--- src/rtl/obstacle_pkg.sv ---
// Shared types and constants for the obstacle scheduler: FSM states, LFSR setup,
// sprite type codes and coordinate width.
package obstacle_pkg;

  typedef enum logic [1:0] {
    StIdle,
    StMove,
    StSpawn
  } state_e;

  typedef enum logic [1:0] {
    ObsCactus = 2'd0,
    ObsPole   = 2'd1,
    ObsSpike  = 2'd2
  } obs_type_e;

  localparam int unsigned CoordW = 10;

  localparam logic [15:0] LfsrSeed = 16'hACE1;
  // Polynomial taps 16,14,13,11 expressed as state bit positions 15,13,12,10.
  localparam logic [15:0] LfsrTaps = 16'hB400;

  // Fold the unused code 3 back onto cactus.
  function automatic logic [1:0] type_from_lfsr(logic [1:0] r);
    return (r == 2'd3) ? 2'(ObsCactus) : r;
  endfunction

endpackage

--- src/rtl/lfsr16.sv ---
// Free-running 16-bit Fibonacci LFSR; shifts left every clock, feedback into bit 0.
module lfsr16
  import obstacle_pkg::*;
(
  input  logic        clk,
  input  logic        reset,
  output logic [15:0] state
);

  logic [15:0] state_q;

  always_ff @(posedge clk or negedge reset) begin
    if (!reset) begin
      state_q <= LfsrSeed;
    end else begin
      state_q <= {state_q[14:0], ^(state_q & LfsrTaps)};
    end
  end

  assign state = state_q;

endmodule

--- src/rtl/obstacle_scheduler.sv ---
// Per-frame obstacle pool controller: on each enabled vsync falling edge it scrolls every
// live slot left by the current speed, retires slots off the left edge, then may spawn one.
module obstacle_scheduler
  import obstacle_pkg::*;
#(
  parameter int unsigned NUM_SLOTS       = 4,
  parameter int unsigned SCREEN_W        = 640,
  parameter int unsigned SPRITE_H        = 32,
  parameter int unsigned GROUND_Y        = 400,
  parameter int unsigned SPAWN_MIN       = 40,
  parameter int unsigned SPEED_INIT      = 2,
  parameter int unsigned SPEED_MAX       = 8,
  parameter int unsigned SPEED_UP_FRAMES = 600
) (
  input  logic                        clk,
  input  logic                        reset,
  input  logic                        vsync,
  input  logic                        enable,
  input  logic                        halt,
  output logic [NUM_SLOTS*CoordW-1:0] obs_x,
  output logic [NUM_SLOTS*CoordW-1:0] obs_y,
  output logic [NUM_SLOTS*2-1:0]      obs_type,
  output logic [NUM_SLOTS-1:0]        obs_active,
  output logic [3:0]                  speed,
  output logic                        busy,
  output logic                        spawned
);

  localparam int unsigned IdxW = (NUM_SLOTS > 1) ? $clog2(NUM_SLOTS) : 1;
  localparam logic [CoordW-1:0] ParkX  = CoordW'(SCREEN_W);
  localparam logic [CoordW-1:0] SpawnY = CoordW'(GROUND_Y - SPRITE_H);

  logic [15:0] lfsr;
  logic        unused_lfsr;

  lfsr16 u_lfsr (
    .clk   (clk),
    .reset (reset),
    .state (lfsr)
  );

  assign unused_lfsr = ^lfsr[15:8];

  // vs_q[1] is the synchronized vsync, vs_q[2] its previous value.
  logic [2:0] vs_q;
  logic       tick_q;

  always_ff @(posedge clk or negedge reset) begin
    if (!reset) begin
      vs_q   <= '1;
      tick_q <= 1'b0;
    end else begin
      vs_q   <= {vs_q[1:0], vsync};
      tick_q <= vs_q[2] & ~vs_q[1];
    end
  end

  state_e               state_q, state_d;
  logic [IdxW-1:0]      idx_q, idx_d;
  logic [CoordW-1:0]    x_q [NUM_SLOTS];
  logic [CoordW-1:0]    x_d [NUM_SLOTS];
  logic [1:0]           type_q [NUM_SLOTS];
  logic [1:0]           type_d [NUM_SLOTS];
  logic [NUM_SLOTS-1:0] active_q, active_d;
  logic [3:0]           speed_q, speed_d;
  logic [6:0]           spawn_cnt_q, spawn_cnt_d;
  logic [9:0]           frame_cnt_q, frame_cnt_d;
  logic                 spawned_q, spawned_d;
  logic                 busy_q;

  logic                 run;
  logic                 free_found;
  logic [IdxW-1:0]      free_idx;
  logic [CoordW-1:0]    speed_ext;

  assign run       = enable & ~halt;
  assign speed_ext = {{(CoordW-4){1'b0}}, speed_q};

  always_comb begin
    state_d     = state_q;
    idx_d       = idx_q;
    x_d         = x_q;
    type_d      = type_q;
    active_d    = active_q;
    speed_d     = speed_q;
    spawn_cnt_d = spawn_cnt_q;
    frame_cnt_d = frame_cnt_q;
    spawned_d   = 1'b0;
    free_found  = 1'b0;
    free_idx    = '0;

    for (int i = 0; i < NUM_SLOTS; i++) begin
      if (!active_q[i] && !free_found) begin
        free_found = 1'b1;
        free_idx   = IdxW'(i);
      end
    end

    if (run) begin
      unique case (state_q)
        StIdle: begin
          if (tick_q) begin
            state_d = StMove;
            idx_d   = '0;
          end
        end
        StMove: begin
          if (active_q[idx_q]) begin
            if (x_q[idx_q] >= speed_ext) begin
              x_d[idx_q] = x_q[idx_q] - speed_ext;
            end else begin
              active_d[idx_q] = 1'b0;
              x_d[idx_q]      = ParkX;
            end
          end
          if (idx_q == IdxW'(NUM_SLOTS - 1)) begin
            state_d = StSpawn;
          end else begin
            idx_d = idx_q + IdxW'(1);
          end
        end
        StSpawn: begin
          if (frame_cnt_q == 10'(SPEED_UP_FRAMES - 1)) begin
            frame_cnt_d = '0;
            if (speed_q < 4'(SPEED_MAX)) begin
              speed_d = speed_q + 4'd1;
            end
          end else begin
            frame_cnt_d = frame_cnt_q + 10'd1;
          end
          if (spawn_cnt_q != '0) begin
            spawn_cnt_d = spawn_cnt_q - 7'd1;
          end else if (free_found) begin
            x_d[free_idx]      = ParkX;
            type_d[free_idx]   = type_from_lfsr(lfsr[1:0]);
            active_d[free_idx] = 1'b1;
            spawned_d          = 1'b1;
            spawn_cnt_d        = 7'(SPAWN_MIN) + {1'b0, lfsr[7:2]};
          end
          state_d = StIdle;
        end
        default: state_d = StIdle;
      endcase
    end
  end

  always_ff @(posedge clk or negedge reset) begin
    if (!reset) begin
      state_q     <= StIdle;
      idx_q       <= '0;
      x_q         <= '{default: ParkX};
      type_q      <= '{default: ObsCactus};
      active_q    <= '0;
      speed_q     <= 4'(SPEED_INIT);
      spawn_cnt_q <= 7'(SPAWN_MIN);
      frame_cnt_q <= '0;
      spawned_q   <= 1'b0;
      busy_q      <= 1'b0;
    end else begin
      state_q     <= state_d;
      idx_q       <= idx_d;
      x_q         <= x_d;
      type_q      <= type_d;
      active_q    <= active_d;
      speed_q     <= speed_d;
      spawn_cnt_q <= spawn_cnt_d;
      frame_cnt_q <= frame_cnt_d;
      spawned_q   <= spawned_d;
      busy_q      <= (state_d != StIdle);
    end
  end

  always_comb begin
    obs_x    = '0;
    obs_y    = '0;
    obs_type = '0;
    for (int i = 0; i < NUM_SLOTS; i++) begin
      obs_x[i*CoordW +: CoordW] = x_q[i];
      obs_y[i*CoordW +: CoordW] = SpawnY;
      obs_type[i*2 +: 2]        = type_q[i];
    end
  end

  assign obs_active = active_q;
  assign speed      = speed_q;
  assign busy       = busy_q;
  assign spawned    = spawned_q;

endmodule

--- config.mk ---
export PLATFORM = sky130hd
export DESIGN_NAME = obstacle_scheduler
export DESIGN_NICKNAME = d
export VERILOG_FILES = /design/src/rtl/obstacle_pkg.sv /design/src/rtl/lfsr16.sv /design/src/rtl/obstacle_scheduler.sv
export SDC_FILE = /design/constraint.sdc
export NUM_CORES = 1
export LEC_CHECK = 0
export BUFFER_PORTS_ARGS = -buffer_cell sky130_fd_sc_hd__buf_2
export CELL_PAD_IN_SITES_DETAIL_PLACEMENT = 1
export CELL_PAD_IN_SITES_GLOBAL_PLACEMENT = 1
export CORE_ASPECT_RATIO = 1.75
export CORE_MARGIN = 4
export CORE_UTILIZATION = 39
export DETAILED_ROUTE_END_ITERATION = 7
export GPL_TIMING_DRIVEN = 0
export MAX_ROUTING_LAYER = met4
export PLACE_DENSITY_LB_ADDON = 0.1
export SLEW_MARGIN = 20
export SYNTH_ARGS = -nofsm -noshare
export SYNTH_HDL_FRONTEND = slang
export SYNTH_SLANG_ARGS = --single-unit
--- constraint.sdc ---
create_clock -name clk -period 3.1 [get_ports clk]
set_input_delay 0.62 -clock clk [delete_from_list [all_inputs] [get_ports clk]]
set_output_delay 0.62 -clock clk [all_outputs]
set_load 0.02 [all_outputs]
# Word level (Yosys, flattened, before mapping)
# Cells that the tools add are included.
[totals] regBits=99 latchBits=0 mem_bits_rw=0 romBits=0 in_bits=5 out_inout_bits=98 word_cells=137 memories=0
[classes] n_addsub=6 mul=0 div_mod_pow=0 n_lt_le_gt_ge=10 n_eq_ne=11 shifts=0 n_mux=49 bitwise=16 reduce_logical=26
[ops] cell="two-way mux 40 bit" n=4
[ops] cell="one-hot mux 40 bit (2 select lines)" n=1
[ops] cell="bitwise AND 32 bit" n=2
[ops] cell="inverter 32 bit" n=2
[ops] cell="two-way mux 10 bit" n=5
[ops] cell="bitwise mux 40 bit" n=1
[ops] cell="demux 10 bit (select 2 bit)" n=2
[ops] cell="binary-select mux 10 bit (select 2 bit)" n=1
[ops] cell="two-way mux 2 bit" n=9
[ops] cell="two-way mux 4 bit" n=4
[ops] cell="OR 8 bit" n=2
[ops] cell="XOR reduction 16 bit" n=1
[ops] cell="two-way mux 7 bit" n=2
[ops] cell="two-way mux 1 bit" n=12
[ops] cell="inequality test 2 bit, second input constant" n=6
[ops] cell="AND reduction 4 bit" n=3
[ops] cell="adder 10 x 1 -> 10 bit, second input constant" n=1
[ops] cell="equality test 10 bit, second input constant" n=1
[ops] cell=">= comparator 10 x 4 -> 1 bit" n=1
[ops] cell="subtractor 10 x 4 -> 10 bit" n=1
[ops] cell="bitwise mux 8 bit" n=1
[ops] cell="one-hot mux 2 bit (2 select lines)" n=2
[ops] cell="one-hot mux 4 bit (2 select lines)" n=1
[ops] cell="nonzero test 2 bit" n=4
[ops] cell="other kinds (28)" n=49

# Logic depth before layout (Yosys ltp)
# Gate-level depths: netlist of the first run.
[logic_depth] word_depth=19 ltp_mapped=13 depth_no_buf=11

# Modules after synthesis
# Synthesis of the first run repeated with hierarchy kept, for this count alone.
[hier_totals] cells_unflattened=435 hier_area_um2=4973.5
[by_module_without_submodules] module="obstacle_scheduler" n_inst=1 cells_per_inst=416 area_per_inst_um2=4536.9 seq_area_each_um2=2094.5
[by_module_without_submodules] module="lfsr16" n_inst=1 cells_per_inst=19 area_per_inst_um2=436.7 seq_area_each_um2=410.4

# Worst setup path before layout of the first run
# No wires, ideal clock.
[synth_timing] path_kind="flip-flop to flip-flop" from="register idx_q[0]" to="register active_q[2], in the netlist obs_active[2]" setup_time_ns=0.146 t_arrival_ns=3.146 t_required_ns=2.954 path_slack_ns=-0.192 stages_incl_launch_ff=14 path_buffers=2 synth_period_minus_slack_ns=3.292 cell_sequence="dfrtp_1 > buf_6 > mux4_1 > inv_1 > ha_1 > inv_1 > fa_1 > a21o_1 > a21oi_1 > and4_4 > buf_8 > o21ai_1 > o21ai_0 > o311ai_0"
[synth_between] elab_chain_cells=9 elab_cells_between_ends=20 classes_between="order compare (3); eq/ne (2); mux (10); bitwise (3); reduce/logical (2)"
[synth_rtl] item="from (decl)" line_no="obstacle_scheduler.sv:59" rtl="logic [IdxW-1:0] idx_q, idx_d;"
[synth_rtl] item="from (signal assigned)" line_no="obstacle_scheduler.sv:161" rtl="idx_q <= idx_d;"
[synth_rtl] item="branches (longest 9 deep; another with >= comparator 10 x 4 -> 1 bit)"
[synth_rtl] item="to (signal assigned)" line_no="obstacle_scheduler.sv:164" rtl="active_q <= active_d;"
[synth_rtl] item="to (decl)" line_no="obstacle_scheduler.sv:64" rtl="logic [NUM_SLOTS-1:0] active_q, active_d;"
# Several ways; the timed one is not identified. The select of a mux whose other input is x is not followed.
# A chain may end at the register's enable or synchronous reset.

# Final worst setup path of the first run
[layout_timing] from="register idx_q[0]" to="register x_q (netlist bit obs_x[35])"
[layout_between] elab_chain_cells=10 elab_cells_between_ends=21 classes_between="add/sub (1); order compare (3); eq/ne (1); mux (11); bitwise (3); reduce/logical (2)"
[layout_rtl] item="branches (longest 10 deep; another with subtractor 10 x 4 -> 10 bit)"
[layout_rtl] item="to (signal assigned)" line_no="obstacle_scheduler.sv:151" rtl="x_q <= '{default: ParkX};"
[layout_rtl] item="to (signal assigned)" line_no="obstacle_scheduler.sv:162" rtl="x_q <= x_d;"
[layout_rtl] item="to (decl)" line_no="obstacle_scheduler.sv:60" rtl="logic [CoordW-1:0] x_q [NUM_SLOTS];"
# Several ways; the timed one is not identified. The select of a mux whose other input is x is not followed.

==> impl_metrics.csv, run 1 <==
group,metric,value,unit
placed_design,pre_cts_ws,-0.536,ns
logic_synthesis,synth-simple-area-share,0.136,
worst_setup_path,path_common_cell,"buf_12",
layout,nets,623,
routing,drtPass1Iterations,6,
worst_setup_path,cp.arrival,3.20,ns
floorplan,rows,55,
flow_run,cap_violations,0,
layout,area_growth,23.0,%
timing,setup_viol,0,
grt,track_usage,0.197,
timing,layout_setup_ws,0.0815,ns
pwr,fin_total_pwr,6.19,mW
layout,antenna_cells,0,
placed_design,io_buffers,62,
routing,wl,14000,um
layout,multi_input_area,2330,um2
routing,vias,3993,
logic_synthesis,synthCells,481,
logic_synthesis,synth_area_leader_cell,"dfrtp_1",
timing,max_freq,331,MHz
status,status,"finished clean",
clock_tree,tritoncts,"built",
layout,final_util,0.488,
logic_synthesis,synthXorXnorAreaFrac,0.0377,
timing,relSlewSlack,0.411,
layout,seq_area,2510,um2
logic_synthesis,synth_top_family_by_area,"simple AND/OR/NAND/NOR gates",
worst_setup_path,cpPeakStageDelay,0.51,ns
routing,routed_via_density,5.11,
clock_tree,clockBufferDepth,2,
floorplan,fp.dieArea,15100,um2
layout,fillers,1479,
worst_setup_path,reg2reg_depth,13,
worst_setup_path,crit_type,"reg -> reg",
floorplan,coreArea,12900,um2
layout,finalNonFillerCells,781,
grt,grt.overflow.total,0,
floorplan,boundaryPins,103,
worst_setup_path,cp-end-kind,"flip-flop",
timing,skew,0.0120,ns
logic_synthesis,synth_area_leaders,"dfrtp_1 38%, dfstp_2 11%, buf_4 6.3%",
clock_tree,cts.sinks,99,
routing,postRouteAntennaNets,0,
grt,first_global_vias,4207,
worst_setup_path,worstPathCellList,"buf_12 > mux4_2 > inv_2 > ha_2 > inv_1 > fa_2 > a21o_1 > a21oi_4 > and4_4 > buf_12 > nor3_4 > nor2b_4 > a2bb2oi_1",
clock_tree,clk_latency,0.35,ns
pwr,leakage,2.97,nW
logic_synthesis,ys_seq_elements,99,
logic_synthesis,syn-mean-instance-area,10.6,um2
timing,setup_tns,0,ns
timing,fin_crit,3.02,ns
logic_synthesis,synth.area.mux_share,0.0774,
logic_synthesis,ys_async_sr_fraction,1.00,
timing,hold_ws,0.171,ns
routing,drt-wirelength-per-cell,17.9,um
logic_synthesis,synth-edff-count,0,
placed_design,placed_cell_area,5820,um2
floorplan,die-height,159,um
grt,grt_antenna_before_repair,0,
logic_synthesis,synth_compound_area_frac,0.132,
layout,layout_common_cells,"75 x dfrtp_1, 64 x buf_2, 60 x nand2_1",
worst_setup_path,cpMaxStageDelayCell,"mux4_2",
grt,grt_max_degree,60,
floorplan,die_width,94.5,um
worst_setup_path,start_kind,"flip-flop",
worst_setup_path,critPathMaxFanout,8,
clock_tree,cts_made_buffers,9,
clock_tree,cts_root_buffer,"clkbuf_16",
floorplan,floorplan.initialDensity,0.397,
placed_design,place.gp.congestion,0.784,
logic_synthesis,synth_top_area_share,0.377,
pwr,ir_drop,0.336,mV
timing,finalHoldViolations,0,
placed_design,placed_cells,753,
logic_synthesis,yosysWarnings,0,
worst_setup_path,required,3.29,ns
timing,finalMaxSlewViolations,0,
logic_synthesis,synthDistinctLibCells,61,
layout,final_common_cell,"dfrtp_1",
worst_setup_path,cp-startpoint,"idx_q[0]$_DFFE_PN0P_",
placed_design,dp.final_hpwl,10400,um
timing,worst_slew_pin_slew,0.884,ns
routing,drcViolationCount,0,
timing,fin_crit_sh,0.974,
hold_path,hp-class,"in -> async",
routing,drt_iter0_drc,130,
logic_synthesis,synthAdderAreaFrac,0.0333,
worst_setup_path,r2r-start,"idx_q[0]$_DFFE_PN0P_",
grt,grt_pass1_wl,22400,um
logic_synthesis,ys_seq_area_frac,0.490,
pwr,powerDensity,984,nW/um2
clock_tree,cts_max_level,3,
layout,drive_above_1_share,0.333,
layout,fin_area,6290,um2
logic_synthesis,synth.cell_area,5110,um2
clock_tree,clk_pin_slew,0.07,ns
logic_synthesis,synthFlopType,"dfrtp_1",
## logic make-up (layout without fill, tap and decap cells)
family	Yosys count	in the layout
buffers and inverters	76	167
XOR/XNOR	22	22
adder cells (fa/ha/maj)	13	13
flip-flops	99	99
AO/OA/AOI/OAI	108	108
AND/OR/NAND/NOR	138	138
multiplexers	23	23
other	2	40
## worst paths after layout
check | endpoint | slack [ns]
worst max-delay path | obs_x[35]$_DFFE_PN0P_ | 0.08
worst min-delay path | obs_x[32]$_DFFE_PN0P_ | 0.17
worst max register to register | obs_x[35]$_DFFE_PN0P_ | 0.08
worst min register to register | vs_q[1]$_DFF_PN1_ | 0.36
max in group asynchronous | vs_q[1]$_DFF_PN1_ | 2.24
min in group clk | vs_q[1]$_DFF_PN1_ | 0.36
## synthesized netlist by cell type (all sizes together), types with 2 or more instances
cell type / instances
nand3: 5
nand4: 4
nor3: 14
ha: 12
clkbuf: 6
mux2i: 2
a21o: 2
o31ai: 4
o211ai: 2
nor2b: 15
xor2: 8
a2bb2oi: 2
buf: 49
inv: 21
o21ai: 36
dfstp: 22
mux2: 10
a21oi: 32
a31oi: 2
or3: 2
xnor2: 14
nand2: 61
nand2b: 4
and3: 6
mux4: 11
a22o: 6
conb: 2
a22oi: 4
o21a: 5
nor4: 6
o2bb2ai: 2
dfrtp: 77
nor2: 13
and2: 2
or2: 2
o311ai: 2
## metal layers
metal,global-route usage,part of all wire,up-vias
met5,-,0,-
met4,0.0926,0.036,0
met3,0.0322,0.043,30
met2,0.345,0.55,111
met1,0.213,0.37,2001
li1,-,-,1851
## power by group
group	internal (mW)	switching (mW)	total, mW
sequential	1.62	0.257	1.88
clock	0.653	0.501	1.15
combinational	1.27	1.88	3.16
total	3.54	2.64	6.19
## critical path: cells and delay by family, from the launching register on
family                     cells  cell delay, ns
muxes                          1            0.51
and+or+nand+nor                3            0.52
AOI/OAI and AO/OA              3            0.54
adders and majority gates      2            0.52
buffers and inverters          4            0.38
DFF                            1            0.40
## layout make-up
class,instances,share of cell area
buffer,55,0.0645
clock inverter,5,0.00975
sequential,99,0.399
multi-input combinational,344,0.371
tap,171,0.0340
clock buffer,11,0.0386
timing repair buffer,75,0.0711
inverter,21,0.0125
## what timing repair did
| action | in CTS | in global routing |
|---|---|---|
| hold buffers | 0 | 0 |
| setup buffers | 9 | 3 |
| setup endpoints to repair | 44 | 19 |
| gates resized for setup | 12 | 12 |
| pin swaps | 4 | 7 |
## flip-flops by register name, summed over array words and instances (netlist names)
| signal | cells |
|---|---|
| busy | 1 |
| frame_cnt_q | 10 |
| idx_q | 2 |
| obs_active | 4 |
| obs_type | 8 |
| obs_x | 40 |
| spawn_cnt_q | 7 |
| spawned | 1 |
| speed | 4 |
| state_q | 2 |
| tick_q | 1 |
| u_lfsr.state | 16 |
| vs_q | 3 |
Note: power is estimated with default switching activity, not from simulation.
==> run 2, diff against run 1 <==
--- a/config.mk
+++ b/config.mk
@@ -15,6 +15,7 @@
 export GPL_TIMING_DRIVEN = 0
 export MAX_ROUTING_LAYER = met4
 export PLACE_DENSITY_LB_ADDON = 0.1
+export REMOVE_ABC_BUFFERS = 1
 export SLEW_MARGIN = 20
 export SYNTH_ARGS = -nofsm -noshare
 export SYNTH_HDL_FRONTEND = slang
==> run 2 against run 1 <==
Cell count decreased by 7.2%. Clock power hardly changed. Worst setup slack better by 0.022 ns. Clock skew rose by 0.0012 ns. Via count decreased by 6.1%. Power shrank 1.7%. Clock-buffer cell count unchanged. Non-clock buffer count shrank 56. Global-route usage fell by 0.51 points. Sequential power grew 4%. Critical path depth is 1 lower. Largest cell class unchanged. Largest power group unchanged.
==> impl_metrics.csv, run 2 (same netlist as run 1, synthesis figures left out) <==
group,metric,value,unit
timing,worst_slew_pin_slew,0.891,ns
grt,grt_pass1_wl,21700,um
pwr,sw_frac_of_total,0.429,
timing,setup_viol,0,
floorplan,die_width,94.5,um
clock_tree,tritoncts,"built",
timing,fin_crit_sh,0.967,
worst_setup_path,rrSetupSlack,0.10,ns
timing,finalHoldViolations,0,
layout,area_growth,15.9,%
placed_design,place.gp.congestion,0.776,
pwr,seqPwrFrac,0.322,
placed_design,dp.final_hpwl,9920,um
worst_setup_path,cp.arrival,3.28,ns
layout,final_common_cell,"dfrtp_1",
placed_design,placed_cells,698,
pwr,clkPwrFrac,0.194,
timing,fin_crit,3.00,ns
routing,vias,3750,
worst_setup_path,cp_top_family,"compound AO/OA/AOI/OAI gates",
routing,drt_iter0_drc,129,
routing,drt-wirelength-per-cell,18.7,um
grt,first_global_vias,3997,
pwr,powerDensity,1030,nW/um2
clock_tree,cts_root_buffer,"clkbuf_16",
routing,drtPass1Iterations,4,
placed_design,io_buffers,62,
clock_tree,cts_made_buffers,9,
floorplan,rows,55,
layout,largest_reg_flops,40,
routing,routed_via_density,5.17,
grt,grt_max_degree,66,
grt,grt.overflow.total,0,
flow_run,cap_violations,0,
grt,track_usage,0.192,
worst_setup_path,critPathMaxFanout,7,
pwr,ir_drop,0.302,mV
worst_setup_path,cp-end-kind,"flip-flop",
routing,wl,13600,um
timing,max_freq,334,MHz
pwr,p_int,3.47,mW
worst_setup_path,cpPeakStageDelay,0.53,ns
timing,relSlewSlack,0.406,
clock_tree,cts_max_level,3,
status,status,"finished clean",
clock_tree,holdBufCountCts,0,
routing,postRouteAntennaNets,0,
timing,setup_tns,0,ns
routing,drcViolationCount,0,
floorplan,floorplan.initialDensity,0.397,
layout,layout_common_cells,"75 x dfrtp_1, 61 x buf_2, 58 x nand2_1",
worst_setup_path,critPathBufInv,3,
timing,hold_ws,0.149,ns
layout,finalNonFillerCells,725,
worst_setup_path,start_kind,"flip-flop",
timing,finalMaxSlewViolations,0,
clock_tree,clk_latency,0.35,ns
worst_setup_path,crit_type,"reg -> reg",
layout,antenna_cells,0,
pwr,power.net_switching,2.61,mW
layout,drive_above_1_share,0.278,
floorplan,fp.dieArea,15100,um2
floorplan,coreArea,12900,um2
clock_tree,clk_pin_slew,0.08,ns
timing,skew,0.0131,ns
worst_setup_path,worstPathCellList,"mux4_2 > inv_2 > ha_4 > inv_1 > fa_2 > a21o_1 > a21oi_4 > and4_4 > buf_6 > nor4_2 > a221o_1 > a21oi_2",
floorplan,boundaryPins,103,
clock_tree,clockBufferDepth,2,
pwr,leakage,2.73,nW
grt,grt_antenna_before_repair,0,
clock_tree,cts.sinks,99,
worst_setup_path,cpMaxStageDelayCell,"mux4_2",
worst_setup_path,required,3.38,ns
floorplan,die-height,159,um
layout,nets,567,
pwr,comb_power_share,0.483,
hold_path,hp-class,"in -> async",
-- run 2: area by class of cell --
type                       instances  area [um2]
tap                              171         214
sequential                        99        2510
fill                            1463        6950
clock buffer                      11         253
clock inverter                     5        60.1
multi-input combinational        344        2370
inverter                          21        78.8
timing repair buffer              74         430
-- run 2: repair_timing --
| item | 4_1_cts | 5_1_grt |
|---|---|---|
| gates cloned | 0 | 0 |
| setup endpoints to repair | 44 | 32 |
| buffers inserted | 8 | 3 |
| pin swaps | 2 | 6 |
| gates resized for setup | 14 | 12 |
-- run 2: power groups by stage --
stage | sequential [mW] | clock (mW) | combinational (mW)
detailed placement | 2.02 | 0 | 2.63
finish | 1.96 | 1.18 | 2.94
floorplan | 2.16 | 0 | 1.63
global route | 2.01 | 1.28 | 3.22
global placement | 1.99 | 0 | 2.56
CTS | 1.97 | 1.21 | 2.86
-- run 2: worst paths after layout --
path / cells after the start / endpoint / from
worst min register to register: 0 / vs_q[1]$_DFF_PN1_ / vs_q[0]$_DFF_PN1_
worst max-delay path: 12 / obs_x[39]$_DFFE_PN1P_ / idx_q[0]$_DFFE_PN0P_
max in group asynchronous: 2 / vs_q[1]$_DFF_PN1_ / reset
worst max register to register: 12 / obs_x[39]$_DFFE_PN1P_ / idx_q[0]$_DFFE_PN0P_
worst min-delay path: 1 / obs_x[32]$_DFFE_PN0P_ / reset
min in group clk: 0 / vs_q[1]$_DFF_PN1_ / vs_q[0]$_DFF_PN1_
-- run 2: routing by layer --
| layer | global-route usage | up-vias | share of wire |
|---|---|---|---|
| met5 | - | - | 0 |
| met4 | 0.0493 | 0 | 0.015 |
| met3 | 0.0284 | 16 | 0.031 |
| met2 | 0.353 | 71 | 0.58 |
| met1 | 0.212 | 1918 | 0.38 |
| li1 | - | 1745 | - |
-- run 2: stage by stage --
stage	power, mW	instance area [um2]	utilization	setup slack (ns)
after global routing	6.50	5920	0.460	-0.00654
after detailed placement	4.64	5430	0.422	-1.14
after CTS	6.04	5850	0.454	-0.00233
final	6.08	5920	0.460	0.104
after floorplan	3.79	4860	-	-0.292
after global placement	4.55	5380	0.418	-1.35
==> run 3, diff against run 2 <==
--- a/config.mk
+++ b/config.mk
@@ -10,7 +10,7 @@
 export CELL_PAD_IN_SITES_GLOBAL_PLACEMENT = 1
 export CORE_ASPECT_RATIO = 1.75
 export CORE_MARGIN = 4
-export CORE_UTILIZATION = 39
+export CORE_UTILIZATION = 41
 export DETAILED_ROUTE_END_ITERATION = 7
 export GPL_TIMING_DRIVEN = 0
 export MAX_ROUTING_LAYER = met4
==> constraint.sdc (replaced) <==
create_clock -name clk -period 3.25 [get_ports clk]
set_input_delay 0.65 -clock clk [delete_from_list [all_inputs] [get_ports clk]]
set_output_delay 0.65 -clock clk [all_outputs]
set_load 0.02 [all_outputs]
==> run 3 against run 2 <==
Via count about the same. Worst hold slack improved by 0.066 ns. Sequential power decreased by 5%. First-iteration DRC count increased by 12%. Maximum frequency decreased by 3.9%. Register-to-register slack improved by 0.03 ns. Cell area decreased by 0.78%. Global-route usage increased by 0.73 points. Critical path depth unchanged.
==> impl_metrics.csv, run 3 (same netlist as run 1, synthesis figures left out) <==
group,metric,value,unit
timing,fin_crit_sh,0.959,
worst_setup_path,reg2reg_to,"obs_x[39]$_DFFE_PN1P_",
worst_setup_path,cp-end-kind,"flip-flop",
timing,setup_viol,0,
routing,postRouteAntennaNets,0,
pwr,fin_total_pwr,5.80,mW
flow_run,cap_violations,0,
worst_setup_path,critPathMaxFanout,7,
routing,drt-wirelength-per-cell,18.8,um
floorplan,rows,53,
worst_setup_path,cp-startpoint,"idx_q[0]$_DFFE_PN0P_",
layout,fillers,1368,
pwr,seqPwrFrac,0.320,
worst_setup_path,cpMaxStageDelayCell,"mux4_1",
clock_tree,clk_pin_slew,0.07,ns
pwr,clkPwrFrac,0.212,
timing,rsz0062_at_grt,"false",
pwr,powerDensity,988,nW/um2
layout,layout_common_cells,"75 x dfrtp_1, 61 x buf_2, 58 x nand2_1",
grt,grt_max_degree,56,
floorplan,fp.dieArea,14400,um2
placed_design,dp.final_hpwl,9800,um
layout,area_growth,15.0,%
worst_setup_path,cpPeakStageDelay,0.58,ns
layout,seq_area,2510,um2
worst_setup_path,start_kind,"flip-flop",
clock_tree,holdBufCountCts,0,
placed_design,place.gp.congestion,0.820,
layout,final_common_cell,"dfrtp_1",
timing,relSlewSlack,0.392,
grt,grt_antenna_before_repair,0,
worst_setup_path,cp_top_family,"compound AO/OA/AOI/OAI gates",
routing,vias,3749,
layout,finalNonFillerCells,715,
grt,track_usage,0.199,
pwr,comb_power_share,0.468,
grt,grt.overflow.total,0,
pwr,p_int,3.36,mW
routing,wl,13400,um
worst_setup_path,cp.arrival,3.40,ns
clock_tree,tritoncts,"built",
timing,fin_crit,3.12,ns
layout,antenna_cells,0,
worst_setup_path,rrSetupSlack,0.13,ns
timing,worst_slew_pin_slew,0.912,ns
worst_setup_path,reg2reg_depth,12,
worst_setup_path,critPathBufInv,3,
grt,first_global_vias,4029,
grt,grt_pass1_wl,21600,um
timing,finalHoldViolations,0,
layout,multi_input_area,2340,um2
timing,finalMaxSlewViolations,0,
status,status,"finished clean",
clock_tree,cts_root_buffer,"clkbuf_16",
clock_tree,clk_latency,0.35,ns
layout,nets,563,
pwr,ir_drop,0.335,mV
worst_setup_path,path_common_cell,"inv_1",
pwr,leakage,2.72,nW
timing,skew,0.0127,ns
floorplan,coreArea,12100,um2
placed_design,io_buffers,62,
clock_tree,cts_made_buffers,9,
floorplan,boundaryPins,103,
floorplan,die_width,92.4,um
clock_tree,cts.sinks,99,
pwr,sw_frac_of_total,0.420,
worst_setup_path,worstPathCellList,"mux4_1 > inv_1 > ha_1 > inv_1 > fa_2 > a21o_1 > a21oi_4 > and4_4 > buf_4 > nor4_2 > a221o_1 > a21oi_2",
routing,routed_via_density,5.24,
pwr,power.net_switching,2.44,mW
worst_setup_path,r2r-start,"idx_q[0]$_DFFE_PN0P_",
worst_setup_path,crit_type,"reg -> reg",
floorplan,floorplan.initialDensity,0.421,
layout,drive_above_1_share,0.262,
placed_design,placed_cells,692,
clock_tree,cts_max_level,3,
layout,largest_reg_flops,40,
routing,drcViolationCount,0,
worst_setup_path,required,3.53,ns
routing,drt_iter0_drc,145,
routing,drtPass1Iterations,4,
timing,max_freq,321,MHz
hold_path,hp-class,"in -> async",
floorplan,die-height,156,um
clock_tree,clockBufferDepth,2,
[run 3: worst max path at each step]
| stage | to | slack, ns | depth (start not counted) |
|---|---|---|---|
| after global placement | obs_x[32]$_DFFE_PN0P_ | -1.16 | 6 |
| after global routing | obs_active[3]$_DFFE_PN0P_ | 0.02 | 11 |
| final | obs_x[39]$_DFFE_PN1P_ | 0.13 | 12 |
| after floorplan | obs_x[35]$_DFFE_PN0P_ | -0.14 | 11 |
| after detailed placement | obs_x[2]$_DFFE_PN0P_ | -1.06 | 11 |
| after CTS | obs_x[35]$_DFFE_PN0P_ | 0.03 | 8 |
[run 3: layer usage]
metal / share of wire / GRT usage / wire length, um
met1: 0.39 / 0.220 / 5200
met2: 0.55 / 0.357 / 7420
met3: 0.029 / 0.0188 / 391
met4: 0.031 / 0.0943 / 423
met5: 0 / - / 0
[run 3: layout make-up]
type	count	area share
clock buffers	10	0.0390
clock inverters	6	0.0192
inverters	21	0.0134
multi-input cells	344	0.398
flip-flops and latches	99	0.428
well taps	165	0.0351
repair buffers	70	0.0675
[run 3: repair_timing]
action / 4_1_cts / 5_1_grt
gates resized for setup: 10 / 5
setup buffers: 7 / 0
cloned: 0 / 0
hold endpoints to repair: 0 / 0
pin swaps: 2 / 0
setup endpoints to repair: 44 / 10
[run 3: power groups by stage]
stage | logic (mW) | registers (mW) | clock network, mW
floorplan | 1.56 | 2.06 | 0
global placement | 2.44 | 1.89 | 0
detailed placement | 2.51 | 1.91 | 0
CTS | 2.71 | 1.86 | 1.26
global route | 2.96 | 1.91 | 1.31
finish | 2.72 | 1.86 | 1.23
[run 3: stage by stage]
stage	instance area (um2)	hold WS (ns)	setup WS [ns]	setup TNS, ns	utilization
2_1_floorplan	4860	0.331	-0.142	-2.16	-
3_3_place_gp	5380	0.335	-1.16	-42.78	0.443
3_5_place_dp	5430	0.341	-1.06	-41.08	0.447
4_1_cts	5860	0.229	0.0298	0	0.483
5_1_grt	5880	0.237	0.0178	0	0.484
6_report	5880	0.216	0.133	0	0.484
